**config.mk**
```make
export PLATFORM = sky130hd
export DESIGN_NAME = referee_dist
export DESIGN_NICKNAME = d
export VERILOG_FILES = /design/src/rtl/referee_dist_pkg.sv /design/src/rtl/referee_dist_q.sv /design/src/rtl/referee_dist.sv
export SDC_FILE = /design/constraint.sdc
export NUM_CORES = 1
export LEC_CHECK = 0
export ABC_AREA = 0
export ABC_CLOCK_PERIOD_IN_PS = 4600
export BUFFER_PORTS_ARGS = -buffer_cell sky130_fd_sc_hd__buf_2
export CAP_MARGIN = 20
export CORE_UTILIZATION = 45
export CTS_BUF_LIST = sky130_fd_sc_hd__clkbuf_4 sky130_fd_sc_hd__clkbuf_8
export DETAILED_ROUTE_END_ITERATION = 6
export PLACE_DENSITY = 0.69
export RECOVER_POWER = 25
export SLEW_MARGIN = 25
export SYNTH_ARGS = -nofsm -noshare
export SYNTH_HDL_FRONTEND = slang
export SYNTH_SLANG_ARGS = --single-unit
```
**constraint.sdc**
```tcl
create_clock -name clk -period 4.6 [get_ports clk]
set_clock_uncertainty 0.15 [all_clocks]
set_input_delay 0.92 -clock clk [delete_from_list [all_inputs] [get_ports clk]]
set_output_delay 0.92 -clock clk [all_outputs]
set_load 0.01 [all_outputs]
```
**src/rtl/referee_dist_pkg.sv**
```systemverilog
// rtl/referee_dist_pkg.sv - shared word layout and class encodings for the referee pair
`timescale 1ns/1ps
package referee_dist_pkg;
  localparam int DATA_WIDTH  = 12;
  localparam int DEST_LSB    = 10;
  localparam int NUM_CLASSES = 4;

  typedef enum logic [1:0] {
    CLASS_0 = 2'd0,
    CLASS_1 = 2'd1,
    CLASS_2 = 2'd2,
    CLASS_3 = 2'd3
  } class_e;
endpackage

```
**src/rtl/referee_dist_q.sv**
```systemverilog
// rtl/referee_dist_q.sv - 2-entry in-order holding queue between source read and push
`timescale 1ns/1ps
module referee_dist_q #(
  parameter int W = referee_dist_pkg::DATA_WIDTH
) (
  input  logic         clk,
  input  logic         reset,
  input  logic         enq,
  input  logic [W-1:0] enq_data,
  input  logic         deq,
  output logic [W-1:0] head,
  output logic [1:0]   occ
);
  logic [W-1:0] mem_q [2];
  logic         wr_ptr_q;
  logic         rd_ptr_q;
  logic [1:0]   occ_q;
  logic [1:0]   occ_d;

  always_comb begin
    occ_d = occ_q;
    case ({enq, deq})
      2'b10:   occ_d = occ_q + 2'd1;
      2'b01:   occ_d = occ_q - 2'd1;
      default: occ_d = occ_q;
    endcase
  end

  always_ff @(posedge clk or negedge reset) begin
    if (!reset) begin
      mem_q[0] <= '0;
      mem_q[1] <= '0;
      wr_ptr_q <= 1'b0;
      rd_ptr_q <= 1'b0;
      occ_q    <= 2'd0;
    end else begin
      if (enq) begin
        mem_q[wr_ptr_q] <= enq_data;
        wr_ptr_q        <= ~wr_ptr_q;
      end
      if (deq) rd_ptr_q <= ~rd_ptr_q;
      occ_q <= occ_d;
    end
  end

  assign head = mem_q[rd_ptr_q];
  assign occ  = occ_q;
endmodule

```
**src/rtl/referee_dist.sv**
```systemverilog
// rtl/referee_dist.sv - drains the merged source FIFO into four per-class egress FIFOs
`timescale 1ns/1ps
module referee_dist #(
  parameter int DATA_WIDTH = referee_dist_pkg::DATA_WIDTH,
  parameter int DEST_LSB   = referee_dist_pkg::DEST_LSB
) (
  input  logic                  clk,
  input  logic                  reset,
  input  logic                  enable,
  input  logic                  empty_in,
  input  logic [DATA_WIDTH-1:0] data_in,
  output logic                  pop_in,
  input  logic                  almost_full_0,
  input  logic                  almost_full_1,
  input  logic                  almost_full_2,
  input  logic                  almost_full_3,
  output logic [DATA_WIDTH-1:0] data_out,
  output logic                  push_0,
  output logic                  push_1,
  output logic                  push_2,
  output logic                  push_3,
  output logic                  idle
);
  import referee_dist_pkg::*;

  logic                   inflight_q;
  logic [NUM_CLASSES-1:0] push_q, push_d;
  logic [DATA_WIDTH-1:0]  data_out_q, data_out_d;
  logic                   idle_q, idle_d;

  logic [DATA_WIDTH-1:0]  head;
  logic [1:0]             occ;
  logic [1:0]             occ_next;
  logic [2:0]             fill_next;
  logic [NUM_CLASSES-1:0] af;
  class_e                 dest;
  logic                   deq;

  referee_dist_q #(.W(DATA_WIDTH)) u_q (
    .clk      (clk),
    .reset    (reset),
    .enq      (inflight_q),
    .enq_data (data_in),
    .deq      (deq),
    .head     (head),
    .occ      (occ)
  );

  assign af   = {almost_full_3, almost_full_2, almost_full_1, almost_full_0};
  assign dest = class_e'(head[DEST_LSB+1:DEST_LSB]);
  assign deq  = (occ != 2'd0) && !af[dest];

  // Counting the same-cycle dequeue lets a full queue still pop, keeping 1 word/cycle.
  assign fill_next = {1'b0, occ} + {2'b00, inflight_q} - {2'b00, deq};
  assign pop_in    = reset & enable & ~empty_in & (fill_next < 3'd2);
  assign occ_next  = occ + {1'b0, inflight_q} - {1'b0, deq};

  always_comb begin
    push_d     = '0;
    data_out_d = data_out_q;
    if (deq) begin
      data_out_d = head;
      case (dest)
        CLASS_0: push_d = 4'b0001;
        CLASS_1: push_d = 4'b0010;
        CLASS_2: push_d = 4'b0100;
        CLASS_3: push_d = 4'b1000;
        default: push_d = '0;
      endcase
    end
    idle_d = (occ_next == 2'd0) && !pop_in;
  end

  always_ff @(posedge clk or negedge reset) begin
    if (!reset) begin
      inflight_q <= 1'b0;
      push_q     <= '0;
      data_out_q <= '0;
      idle_q     <= 1'b1;
    end else begin
      inflight_q <= pop_in;
      push_q     <= push_d;
      data_out_q <= data_out_d;
      idle_q     <= idle_d;
    end
  end

  assign data_out = data_out_q;
  assign push_0   = push_q[0];
  assign push_1   = push_q[1];
  assign push_2   = push_q[2];
  assign push_3   = push_q[3];
  assign idle     = idle_q;
endmodule

```
# After elaboration in Yosys (flattened, before gate mapping)
# Index checks and enable logic that the tools add are counted.
[op_classes] order_cmp=5 mux=11 add_sub_neg=6 n_reduce_logical=9 shifts=0 n_bitwise=8 mul=0 eq_ne=5 div=0
[op_table] op="12-bit 2-to-1 mux" count=4
[op_table] op="24-bit bitwise mux" count=1
[op_table] op="4-bit case mux with 4 select lines" count=1
[op_table] op="12-bit demux with 1-bit select" count=1
[op_table] op="2-bit == test (second input constant)" count=3
[op_table] op="2-bit by 1-bit == test with 1-bit output (second input constant)" count=2
[op_table] op="2-bit greater-or-equal comparator (second input constant)" count=2
[op_table] op="2-bit logical NOT" count=2
[op_table] op="4-bit 2-to-1 mux" count=1
[op_table] op="1-bit inverter with 2-bit output" count=2
[op_table] op="2-bit case mux with 2 select lines" count=1
[op_table] op="2-bit nonzero test" count=2
[op_table] op="2-bit by 1-bit adder with 3-bit output" count=1
[op_table] op="1-bit bitwise AND" count=3
[op_table] op="1-bit logical AND" count=3
[op_table] op="2-bit by 3-bit < comparator with 1-bit output (second input constant)" count=1
[op_table] op="3-bit by 2-bit < comparator with 1-bit output (second input constant)" count=1
[op_table] op="1-bit inverter" count=3
[op_table] op="3-bit by 1-bit subtractor with 3-bit output" count=1
[op_table] op="2-bit by 1-bit adder with 2-bit output" count=1
[op_table] op="2-bit by 1-bit adder with 2-bit output (second input constant)" count=1
[op_table] op="1-bit binary-select mux with 2-bit select" count=1
[op_table] op="1-bit logical NOT" count=2
[op_table] op="2-bit by 1-bit < comparator with 1-bit output (second input constant)" count=1
[op_table] op="other kinds (3)" count=3
[word_totals] regBits=46 latchBits=0 memories=0 mem_bits_rw=0 in_bits=20 romBits=0

# Depth between registers and ports, before layout
[depth] word_depth=13 ltp_mapped=15 ltp_nobuf=12

# Modules after synthesis
# Synthesis repeated with hierarchy kept, for this count alone.
[hier_totals] hier_cells=128 area_unflattened_um2=2060.7
[modules_own_cells] mod="referee_dist_q" area_each_um2=1252.5 n_inst=1 cells_per_inst=77 seq_area_each_um2=700.7
[modules_own_cells] mod="referee_dist" area_each_um2=808.3 n_inst=1 cells_per_inst=51 seq_area_each_um2=451.7

# Least setup slack after synthesis
# No wires, ideal clock.
[synth_timing] kind="input port to output port" start="in almost_full_3" end="out pop_in" setup_slack_ps=664 path_buffers=2 t_arrival_ps=2866 cell_stages=13 cell_sequence="inv_1 > a21oi_1 > o22ai_1 > and3_1 > buf_6 > buf_8 > ha_1 > inv_1 > ha_1 > inv_1 > fa_1 > nand4b_1 > nor2_1"
[synth_via] elab_chain_cells=7
[synth_lines] element="start: declaration" line="referee_dist.sv:16" source="input logic almost_full_3,"
[synth_lines] element="1-bit binary-select mux with 2-bit select" line="referee_dist.sv:51" source="assign deq = (occ != 2'd0) && !af[dest];"
[synth_lines] element="1-bit 2-to-1 mux (implied by the code)" line="referee_dist.sv:51"
[synth_lines] element="1-bit logical NOT" line="referee_dist.sv:51"
[synth_lines] element="1-bit logical AND" line="referee_dist.sv:51"
[synth_lines] element="named net deq" line="referee_dist.sv:37" source="logic deq;"
[synth_lines] element="3-bit by 1-bit subtractor with 3-bit output" line="referee_dist.sv:54" source="assign fill_next = {1'b0, occ} + {2'b00, inflight_q} - {2'b00, deq};"
[synth_lines] element="3-bit by 2-bit < comparator with 1-bit output" line="referee_dist.sv:55" source="assign pop_in = reset & enable & ~empty_in & (fill_next < 3'd2);"
[synth_lines] element="1-bit bitwise AND" line="referee_dist.sv:55"
[synth_lines] element="end: declaration" line="referee_dist.sv:12" source="output logic pop_in,"
# The timed path passes the listed nets, and every way through them passes these cells. The select of a mux whose other input is x is not followed.

# Final worst setup path
[layout_timing] start="in almost_full_3" end="out pop_in"
[layout_via] elab_chain_cells=7
[layout_lines] element="1-bit binary-select mux with 2-bit select" line="referee_dist.sv:51"
[layout_lines] element="1-bit 2-to-1 mux (implied by the code)" line="referee_dist.sv:51"
[layout_lines] element="1-bit logical NOT" line="referee_dist.sv:51"
[layout_lines] element="1-bit logical AND" line="referee_dist.sv:51"
[layout_lines] element="3-bit by 1-bit subtractor with 3-bit output" line="referee_dist.sv:54"
[layout_lines] element="3-bit by 2-bit < comparator with 1-bit output" line="referee_dist.sv:55"
[layout_lines] element="1-bit bitwise AND" line="referee_dist.sv:55"
# Every way passes these cells. The select of a mux whose other input is x is not followed.

==> reports/qor.yml <==
run_status:
  status: "finished, violations left"
  violations: "capacitance limit, slew limit"
detailed_routing:
  drt-initial-drc-count: 47
  drc: 0
  first_pass_iters: 3
  via_per_inst: 5.12
  wl_per_cell_um: 14.7
  postRouteAntennaNets: 0
  via_count: 1219
  wl_mm: 3.50
finish:
  syn_to_final_growth_pct: 16.0
  antenna_cells: 0
  mostFrequentLayoutCell: "dfrtp_1"
  nNetsFinal: 209
  mostFrequentLayoutCells: "dfrtp_1, mux2_2, buf_2, inv_1, nand2_1"
  design_area_sq_um: 2380
  drive_gt1_share_pct: 52.2
timing:
  relSlewSlack_pct: -59.6
  tns_ps: 0
  setup_violations: 0
  timing.final.crit_share_pct: 86.8
  fin_crit_ps: 3990
  drv_slew: 47
  rsz0062_at_grt: "false"
  fmax_ghz: 0.250
  final-hold-violation-count: 0
  worstMarginPinSlew_ps: 2390
logic_synthesis:
  synthCells: 144
  avgSynthCellArea_sq_um: 14.3
  synth_area_sq_um: 2050
  synth-seq-cells: 46
  synth_cell_types: 28
  ys_seq_area_share_pct: 56.1
  synth_nets: 168
  synth_warnings: 0
worst_setup_path:
  start_kind: "primary input"
  required_ps: 3530
  cp_max_fo: 3
  crit_type: "in2out"
  worstSetupEndpointType: "output port"
  crit_top_cell: "inv_1"
  cp.arrival_ps: 2920
  path_cells: "buf_2 -> inv_1 -> a21oi_1 -> o22ai_1 -> and3_1 -> ha_1 -> inv_1 -> ha_1 -> inv_1 -> fa_1 -> nand4b_1 -> nor2_1 -> buf_2"
  critPathSlowestCell: "fa_1"
  reg2reg_depth: 12
  cp_slowest_stage_delay_ps: 500
grt:
  grt_pass1_vias: 1350
  grt_max_degree: 47
  grt_util_all_layers_pct: 16.4
  gr-total-overflow: 0
  antenna_found_initial: 0
  grt_pass1_wl_mm: 6.22
placement:
  routabilityCongestion: 0.778
  io_buffers: 37
  hpwl_mm: 2.46
  dpl-instance-area_sq_um: 2280
floorplan:
  die_y_um: 69.6
  start_util_pct: 46.9
  dieArea_sq_um: 4840
  io_pins: 38
  die_w_um: 69.6
  core_sq_um: 4380
  rows: 24
worst_hold_path:
  hold-path-cell-count: 1
  hold_class: "reg2reg"
clocking:
  cts_inserted_buffers: 5
  clock_latency_ps: 290
  path_clk_slew_ps: 80
  cts.sinks: 46
  tritoncts: "yes"
  cts_hold_buffers: 0
  clock_path_buffers: 2
  cts_resized: 0
  cts_setup_buffers: 0
  cts_root_buffer: "clkbuf_8"
  cts-htree-levels: 2
job:
  drv_cap: 1
power_and_ir_drop:
  p_seq_share_pct: 39.6
  power_density_nw_per_um2: 779
  ir_drop_mv: 0.286
  p_comb_share_pct: 45.0
  p_clk_share_pct: 15.4
  leakage_nw: 1.15
  power.switching_w: 0.000604
  p_int_w: 0.00125
  p_sw_share_pct: 32.6
layout make-up:
type | instances | area, sq um
fillers | 367 | 2000
flip-flops and latches | 46 | 1150
multi-input cells | 85 | 828
repair buffers | 40 | 203
clock buffers | 5 | 68.8
well taps | 52 | 65.1
clock inverters | 3 | 40.0
inverters | 7 | 26.3
worst max-delay path: cells and delay by family:
kind / cells / cell delay [ps]
buffers and inverters: 5 / 420
adders and majority gates: 3 / 860
AOI/OAI and AO/OA: 2 / 220
and+or+nand+nor: 3 / 500
power groups by stage:
stage	clock network, W	registers [W]	logic, W
finish	0.000286	0.000735	0.000835
global placement	0	0.000732	0.000811
global route	0.000315	0.000768	0.000923
CTS	0.000297	0.000738	0.000852
detailed placement	0	0.000746	0.000845
floorplan	0	0.000743	0.000669
synth_stat cells:
cell type	count	area, sq um
nand2_1	7	26.3
fa_1	1	20.0
nor2_1	4	15.0
o22ai_2	1	12.5
clkbuf_1	2	7.51
ha_1	3	37.5
dfstp_2	1	26.3
nor3b_1	1	7.51
buf_2	1	5.00
o22ai_1	2	12.5
nand2b_1	1	6.26
a21oi_1	3	15.0
o32a_1	1	10.0
mux2_2	41	462
buf_6	2	22.5
nand4b_1	1	8.76
nor2b_1	1	6.26
and2_1	3	18.8
mux2_4	4	60.1
o32ai_2	1	16.3
and3_1	1	6.26
dfrtp_1	45	1130
buf_8	1	15.0
nand2b_4	2	27.5
xor2_1	4	35.0
xnor2_1	2	17.5
o21ai_0	1	5.00
inv_1	7	26.3
state kept, by name, summed over array words and instances, names as in the netlist:
register	count
data_out	12
push_q	4
idle	1
u_q.mem_q	24
inflight_q	1
u_q.occ	2
u_q.wr_ptr_q	1
u_q.rd_ptr_q	1
metal layers:
layer  up-vias  track usage [%]  part of all wire (%)
met1       617             18.8                    43
met3         2             4.80                   3.9
met2        22             29.0                    53
met4         0             5.44                  0.54
met5         -                0                     0
li1        578                -                     -
worst paths after layout:
| kind | start | endpoint | slack (ps) |
|---|---|---|---|
| setup / recovery | almost_full_3 | pop_in | 610 |
| hold / removal | u_q.mem_q[7] | u_q.mem_q[7] | 360 |
| setup reg to reg | u_q.rd_ptr_q | idle | 1860 |
| hold reg to reg | u_q.mem_q[7] | u_q.mem_q[7] | 360 |
| max in group asynchronous | reset | u_q.mem_q[14] | 1610 |
| min in group asynchronous | reset | push_q[0] | 1330 |
metrics by stage:
step	power, W	hold slack [ps]	worst slack (ps)	std cells	utilization [%]
2_1_floorplan	0.00141	313	664	144	-
3_5_place_dp	0.00159	341	620	230	52.0
5_1_grt	0.00201	369	323	238	54.4
3_3_place_gp	0.00154	330	706	230	51.9
6_report	0.00186	356	608	238	54.4
4_1_cts	0.00189	360	591	238	54.5
logic make-up (layout without fill, tap and decap cells):
logic type	after synthesis	count (layout)	synth area share (%)
buffers and inverters	13	55	3.71
adders and majority gates	4	4	2.80
muxes	45	45	25.4
DFF	46	46	56.1
xor gates and xnor gates	6	6	2.56
and+or+nand+nor	21	21	5.97
AOI/OAI and AO/OA	9	9	3.47
Power figures use the tool's default switching activity.
